===== src/rtl/ram_burst_pkg.sv =====
// Shared types and sizing for the RAM burst controller and its 32x8 RAM.
package ram_burst_pkg;

    localparam int AW      = 5;
    localparam int DW      = 8;
    localparam int DEPTH   = 32;
    localparam int MAX_LEN = 32;
    localparam int LW      = 6;

    typedef enum logic [2:0] {
        IDLE,
        WRITE,
        RD_ISSUE,
        RD_WAIT,
        RD_HOLD,
        DONE
    } state_t;

    function automatic logic len_legal(input logic [LW-1:0] l);
        return (l != '0) && (l <= LW'(MAX_LEN));
    endfunction

endpackage


===== src/rtl/ram_burst_ctrl.sv =====
// Burst sequencer between a write stream, a read stream and a 32x8 single-port RAM.
//
//   state    | meaning
//   ---------+-------------------------------------------------------------
//   IDLE     | waiting for start; an illegal len raises a one-cycle err
//   WRITE    | s_ready high; every s_valid cycle writes one beat to the RAM
//   RD_ISSUE | present the read address to the RAM
//   RD_WAIT  | RAM data returns; capture it into m_data
//   RD_HOLD  | m_valid high until the consumer takes the beat
//   DONE     | one-cycle done pulse, then back to IDLE
module ram_burst_ctrl
    import ram_burst_pkg::*;
(
    input  logic          clk,
    input  logic          rst,
    input  logic          start,
    input  logic          dir,
    input  logic [AW-1:0] base_addr,
    input  logic [LW-1:0] len,
    input  logic [DW-1:0] s_data,
    input  logic          s_valid,
    output logic          s_ready,
    output logic [DW-1:0] m_data,
    output logic          m_valid,
    input  logic          m_ready,
    output logic [AW-1:0] ram_addr,
    output logic          ram_wr_rd,
    output logic [DW-1:0] ram_data_in,
    input  logic [DW-1:0] ram_data_out,
    output logic          busy,
    output logic          done,
    output logic          err
);

    state_t        state;
    state_t        state_nxt;
    logic [AW-1:0] base_q;
    logic [LW-1:0] len_q;
    logic [LW-1:0] cnt_q;
    logic [DW-1:0] m_data_q;
    logic          err_q;
    logic          accept;
    logic          last_beat;

    assign accept    = start && len_legal(len);
    assign last_beat = (cnt_q + LW'(1)) == len_q;

    always_ff @(posedge clk or negedge rst) begin
        if (!rst) begin
            state <= IDLE;
        end else begin
            state <= state_nxt;
        end
    end

    always_comb begin
        state_nxt = state;
        case (state)
            IDLE:     if (accept) state_nxt = dir ? WRITE : RD_ISSUE;
            WRITE:    if (s_valid && last_beat) state_nxt = DONE;
            RD_ISSUE: state_nxt = RD_WAIT;
            RD_WAIT:  state_nxt = RD_HOLD;
            RD_HOLD:  if (m_ready) state_nxt = last_beat ? DONE : RD_ISSUE;
            DONE:     state_nxt = IDLE;
            default:  state_nxt = IDLE;
        endcase
    end

    // The beat counter only advances on an accepted beat, so stalls on
    // either stream leave the RAM address where it was.
    always_ff @(posedge clk or negedge rst) begin
        if (!rst) begin
            base_q   <= '0;
            len_q    <= '0;
            cnt_q    <= '0;
            m_data_q <= '0;
            err_q    <= 1'b0;
        end else begin
            err_q <= (state == IDLE) && start && !len_legal(len);
            case (state)
                IDLE: begin
                    if (accept) begin
                        base_q <= base_addr;
                        len_q  <= len;
                        cnt_q  <= '0;
                    end
                end
                WRITE:   if (s_valid) cnt_q <= cnt_q + LW'(1);
                RD_WAIT: m_data_q <= ram_data_out;
                RD_HOLD: if (m_ready) cnt_q <= cnt_q + LW'(1);
                default: ;
            endcase
        end
    end

    always_comb begin
        s_ready     = 1'b0;
        ram_wr_rd   = 1'b0;
        ram_data_in = '0;
        m_valid     = 1'b0;
        done        = 1'b0;
        busy        = (state != IDLE);
        case (state)
            WRITE: begin
                s_ready     = 1'b1;
                ram_wr_rd   = s_valid;
                ram_data_in = s_valid ? s_data : '0;
            end
            RD_HOLD: m_valid = 1'b1;
            DONE:    done    = 1'b1;
            default: ;
        endcase
    end

    assign ram_addr = base_q + cnt_q[AW-1:0];
    assign m_data   = m_data_q;
    assign err      = err_q;

endmodule


===== config.mk =====
export PLATFORM = sky130hd
export DESIGN_NAME = ram_burst_ctrl
export DESIGN_NICKNAME = d
export VERILOG_FILES = /design/src/rtl/ram_burst_pkg.sv /design/src/rtl/ram_burst_ctrl.sv
export SDC_FILE = /design/constraint.sdc
export NUM_CORES = 1
export LEC_CHECK = 0
export BUFFER_PORTS_ARGS = -buffer_cell sky130_fd_sc_hd__buf_2
export CAP_MARGIN = 0
export CORE_MARGIN = 3
export CORE_UTILIZATION = 25
export DETAILED_ROUTE_END_ITERATION = 12
export PLACE_DENSITY = 0.55
export SLEW_MARGIN = 20
export SYNTH_ARGS = -nofsm -noshare
export SYNTH_HDL_FRONTEND = slang
export SYNTH_SLANG_ARGS = --single-unit

===== constraint.sdc =====
create_clock -name clk -period 1.6 [get_ports clk]
set_input_delay 0.16 -clock clk [delete_from_list [all_inputs] [get_ports clk]]
set_output_delay 0.16 -clock clk [all_outputs]
set_load 0.005 [all_outputs]

; ---- After elaboration in Yosys (flattened, before gate mapping)
; Index checks and enable logic that the tools add are counted.
[word_totals]
reg_bits = 29
output_inout_bits = 27
[classes]
n_addsub = 2
n_lt_le_gt_ge = 1
eq_ne = 10
muxes = 16
n_reduce_logical = 13
[ops]
columns = operator, count
row1 = $mux W6, 3
row2 = $pmux W6 S3, 1
row3 = $mux W8, 2
row4 = $pmux W3 S5, 1
row5 = $mux W3, 4
row6 = $ne A2 B2 Y1 const B, 4
row7 = $add A6 B1 Y6 const B, 1
row8 = $eq A3 B2 Y1 const B, 2
row9 = $eq A3 B3 Y1 const B, 2
row10 = $eq A6 B6 Y1, 1
row11 = $le A6 B6 Y1 const B, 1
row12 = $reduce_bool A3 Y1, 2
row13 = $reduce_bool A6 Y1, 1
row14 = $add A5 B5 Y5, 1
row15 = $logic_and A1 B1 Y1, 5
row16 = $mux W1, 4
row17 = $reduce_and A4 Y1, 1
row18 = $eq A3 B1 Y1 const B, 1
row19 = $logic_not A3 Y1, 1
row20 = $reduce_and A3 Y1, 1
row21 = $mux W2, 1
row22 = $reduce_and A2 Y1, 1
row23 = $logic_not A1 Y1, 1

; ---- Longest topological paths before layout
[depth]
ltp_word = 5
depth_mapped = 7

; ---- Worst setup path before layout
; OpenSTA, ideal clock, no wires.
[synth_path]
path_type = in2reg
startpoint = in len[0]
endpoint = reg base_q[0]
setup_time_ns = 0.128
arrival_ns = 1.674
t_required_ns = 1.472
slack_ns = -0.201
stages = 6
path_buffers = 1
path_cell_list = or4_4 > nor3_2 > nor3_2 > nand2_1 > buf_2 > mux2_1
[synth_via]
elab_chain_cells = 4
elab_cells_between_ends = 5
[synth_rtl]
columns = item, line_no
row1 = from (decl), ram_burst_ctrl.sv:19  ; input logic [LW-1:0] len,
row2 = $le A6 B6 Y1 or $reduce_bool A6 Y1 (tied branches), ram_burst_pkg.sv:20  ; return (l != '0) && (l <= LW'(MAX_LEN));
row3 = $logic_and A1 B1 Y1 (*), ram_burst_pkg.sv:20
row4 = $logic_and A1 B1 Y1 (*), ram_burst_ctrl.sv:45  ; assign accept = start && len_legal(len);
row5 = $reduce_and A2 Y1 (no source line) (*), --
row6 = to (signal assigned), ram_burst_ctrl.sv:83  ; base_q <= base_addr;
row7 = to (decl), ram_burst_ctrl.sv:37  ; logic [AW-1:0] base_q;
; Every way passes the cells marked *; elsewhere a longest branch is shown, timed or not.
; A chain may end at the register's enable or synchronous reset.

; ---- Worst setup path after layout
[layout_path]
startpoint = reg base_q[0]
endpoint = out ram_addr[4]
[layout_via]
elab_chain_cells = 1
[layout_rtl]
columns = item, line_no
row1 = $add A5 B5 Y5, ram_burst_ctrl.sv:115  ; assign ram_addr = base_q + cnt_q[AW-1:0];
row2 = to (decl), ram_burst_ctrl.sv:26  ; output logic [AW-1:0] ram_addr,
; Every way passes these cells.

==> impl_summary.txt <==
----------------------------------------------------
[Setup path]
  WS Path Type ... reg2out
  WP data required ... about 1400 ps
  Critical register-to-register path startpoint ... cnt_q[0]$_DFFE_PN0P_
  Worst Setup Start Kind ... flip-flop
  Worst reg2reg setup slack ... -150 ps
  Kind of end point of the critical path ... output pin
  Max FO, Critical Path ... 2
  Data arrival time of the worst path ... 1740 ps
  Worst r2r dst ... state[1]$_DFFE_PN0P_
  Worst Reg-to-Reg Cells ... 8

[Routing]
  Number of search-and-repair iterations in the first detailed-routing pass ... 4
  Highest metal layer used by the detailed router ... met4
  Drt drc ... 0
  Met2 wirelength from detailed routing ... around 2.3 mm
  Detail Route met3 WL ... around 120 um
  Total number of vias ... 1,529
  DR vias/cell ... 4.59
  Detailed-route wire length ... ~4.6 mm
  Initial DRC Count ... between 50 and 60
  Routed met1 length ... 2.09 mm
  ANT nets after route ... 0
  Wirelength per Cell ... 13.8 um

[Timing]
  Headroom to the max-slew limit ... 53.7%
  Final max-slew violation count ... 0
  Final Hold Fails ... 0
  Final setup violation count ... 7
  Post-layout minimum cycle time ... 1900 ps
  Setup repair after global routing missed its margin ... yes
  Setup clock skew after layout ... 5.57 ps
  Post-route fraction of the period consumed by the critical path ... 119%
  Worst Tran Pin Value ... 694 ps
  Achievable Freq ... 525 MHz
  Slack of the critical path ... -304 ps

[Global routing]
  Number of global-route vias before repair ... approximately 1.5k
  Initial antenna violation count ... 0
  Overall track demand over capacity in global routing ... 12.1%
  Total gr overflow ... 0
  Maximum number of pins on one net before global-route repair ... 30
  First-pass GRT wire length ... between 7 and 8 mm

[Worst hold path]
  WHS Path Cells ... 2
  Classification of the worst-slack hold path ... in2reg
  Critical hold path startpoint ... base_addr[0]
  Worst min-delay path endpoint ... base_q[0]$_DFFE_PN0P_

[Synth]
  Most area-hungry cell type in the Yosys netlist ... sky130_fd_sc_hd__dfrtp_1
  Main area contributors after synthesis ... sky130_fd_sc_hd__dfrtp_1 (42%), sky130_fd_sc_hd__mux2_1 (7.2%), sky130_fd_sc_hd__xnor2_1 (5.6%)
  Net count of the mapped netlist ... 198
  Per-instance average area after synthesis ... 10.7 um^2
  Number of standard cells after synthesis ... 159
  EDFF count, synth ... 0
  Yosys reg bits ... 29
  Fraction of synthesized cell area taken by the top area cell type ... between 40% and 50%
  Most common flop cell mapped by yosys ... sky130_fd_sc_hd__dfrtp_1
  Area of the mapped netlist ... between 0.0015 and 0.002 mm^2
  Asr flop ratio synth ... 100%
  Count of distinct cell types in the synthesized netlist ... 41
  Register area share after synthesis ... 42.5%
  Yosys synthesis warning count ... 0

[Power and ir drop]
  Clk network pwr share ... 13.9%
  Combinational fraction of design power ... between 50% and 60%
  Switching Share ... between 30% and 40%
  Peak VDD IR ... 734 uV
  Switching power total ... 1.62 mW
  Register share of total power ... 29.0%
  Internal power contribution ... 2.84 mW
  PD cells ... approximately 1700 mW/mm^2
  Leak ... approximately 1.3 nW

[CTS]
  Maximum clock path buffer count ... 2
  Root buffer cell ... sky130_fd_sc_hd__clkbuf_8
  Clk sinks ... 29
  Post-CTS clock slew at the launch and capture registers of the worst setup and hold paths ... 60 ps
  Number of buffers created by CTS ... 5
  Number of levels the H-tree was split into ... 2
  Insertion delay of the later-clocked pin in the worst-skew pair ... around 280 ps
  CTS tree ... yes

[Cells and area]
  Post-layout instance count excluding filler cells ... 333
  Number of filler instances in the final layout ... approximately 630
  Total number of nets in the final design ... 295
  Proportion of layout cells with a drive suffix above 1 ... 59.0%
  Relative area change from synthesis to final layout ... 53.7%
  Final instance area ... 0.00263 mm^2
  Number of diodes added for antenna fixing ... 0

[Die]
  Die Area ... 0.00787 mm^2
  Area of the placeable core ... 0.00649 mm^2
  Number of I/O pins ... 60
  Number of cell rows ... 29
  Initial cell density of the core ... 26.3%
  Die Span Y ... 88.7 um
  DIE WIDTH ... 88.7 um

[Placement]
  Placed instance area ... 0.00229 mm^2
  Final Wtd Congestion ... 0.772
  Placed cell count ... 314
  Port bufs ... 59
  DP HPWL ... 3.34 mm

[Outcome]
  Status ... complete, but fails checks
  Violations in the final reports ... setup timing

[Job]
  Max cap viols ... 0

----------------------------------------------------
## flip-flops by register name, summed over array words and instances, names as in the netlist
register,flops
m_data,8
state,3
cnt_q,6
len_q,6
err,1
base_q,5
## how the worst max path moves through the flow
stage	start	to	slack, ps	cells past startpoint
2_1_floorplan	len[0]	base_q[0]$_DFFE_PN0P_	-160	6
3_3_place_gp	len[0]	len_q[3]$_DFFE_PN0P_	-300	7
3_5_place_dp	len[0]	len_q[4]$_DFFE_PN0P_	-310	7
4_1_cts	base_q[0]$_DFFE_PN0P_	ram_addr[4]	-330	8
5_1_grt	cnt_q[0]$_DFFE_PN0P_	ram_addr[4]	-420	8
6_report	base_q[0]$_DFFE_PN0P_	ram_addr[4]	-300	8
## per-stage QoR
stage / hold slack [ps] / total power [mW] / util [%] / TNS, ps / worst slack (ps)
4_1_cts: 96.6 / 4.36 / 39.3 / -1790 / -325
3_5_place_dp: 238 / 3.44 / 35.3 / -5310 / -313
5_1_grt: 95.5 / 4.85 / 40.4 / -1830 / -417
6_report: 104 / 4.46 / 40.4 / -1130 / -304
2_1_floorplan: -136 / 2.57 / - / -2230 / -155
3_3_place_gp: 235 / 3.40 / 35.3 / -5330 / -302
## per-layer routing
layer	vias up	global-route usage, %
met5	-	0
met1	734	16.0
li1	768	-
met2	20	19.2
met4	0	5.36
met3	7	2.14
## cells in the mapped netlist, drive strengths merged (3+ instances only)
| master | count |
|---|---|
| clkbuf | 5 |
| nand2 | 7 |
| o2bb2ai | 4 |
| inv | 10 |
| nor3 | 7 |
| ha | 5 |
| xor2 | 3 |
| or2 | 3 |
| a21oi | 7 |
| nor2 | 4 |
| dfrtp | 29 |
| mux2 | 19 |
| nand3 | 8 |
| and3 | 12 |
| xnor2 | 11 |
## cell families after synthesis
kind of cell | Yosys count | share of synthesized area, %
AND/OR/NAND/NOR | 47 | 15.7
flip-flops | 29 | 42.5
AO/OA/AOI/OAI | 28 | 13.7
multiplexers | 19 | 12.5
buffers and inverters | 16 | 3.59
XOR/XNOR | 14 | 7.17
adder cells (fa/ha/maj) | 6 | 4.83
## cell type report
class / count / area [um^2] / area share, %
inverters: 10 / 40.0 / 1.52
flip-flops and latches: 29 / 728 / 27.7
multi-input cells: 115 / 1070 / 40.6
clock buffers: 7 / 86.3 / 3.29
well taps: 77 / 96.3 / 3.67
repair buffers: 95 / 608 / 23.2
## critical path, cell delays in order (launching register included)
cell                      delay, ps
sky130_fd_sc_hd__dfrtp_1        380
sky130_fd_sc_hd__ha_2           200
sky130_fd_sc_hd__inv_2           40
sky130_fd_sc_hd__fa_2           330
sky130_fd_sc_hd__inv_1           60
sky130_fd_sc_hd__a21o_1         120
sky130_fd_sc_hd__a21oi_2         60
sky130_fd_sc_hd__xnor2_1        140
sky130_fd_sc_hd__buf_2          140
## power by group through the flow
stage               clock [mW]  sequential, mW  combinational [mW]
floorplan                    0            1.24                1.34
global placement             0            1.29                2.11
detailed placement           0            1.31                2.13
CTS                      0.644            1.28                2.44
global route             0.675            1.34                2.83
finish                   0.617            1.29                2.55
## layout by cell type (no fill, tap or decap), types with 7 or more instances in the layout
| cell type | Yosys | routed |
|---|---|---|
| sky130_fd_sc_hd__buf_4 | 0 | 26 |
| sky130_fd_sc_hd__buf_6 | 0 | 10 |
| sky130_fd_sc_hd__mux2_4 | 0 | 10 |
| sky130_fd_sc_hd__xnor2_1 | 11 | 10 |
| sky130_fd_sc_hd__dfrtp_1 | 29 | 27 |
| sky130_fd_sc_hd__buf_2 | 1 | 58 |
| sky130_fd_sc_hd__and3_1 | 12 | 11 |
| sky130_fd_sc_hd__inv_1 | 10 | 7 |
| sky130_fd_sc_hd__mux2_2 | 8 | 8 |
## repair_timing
item                                   4_1_cts  5_1_grt
endpoints found under the hold margin       29        0
resized for setup                           24       20
pin swaps                                    9       14
hold buffers                                 1        0
setup buffers                                6        7
setup endpoints to repair                   25       35
cloned                                       1        1
(Power assumes the default switching activity.)
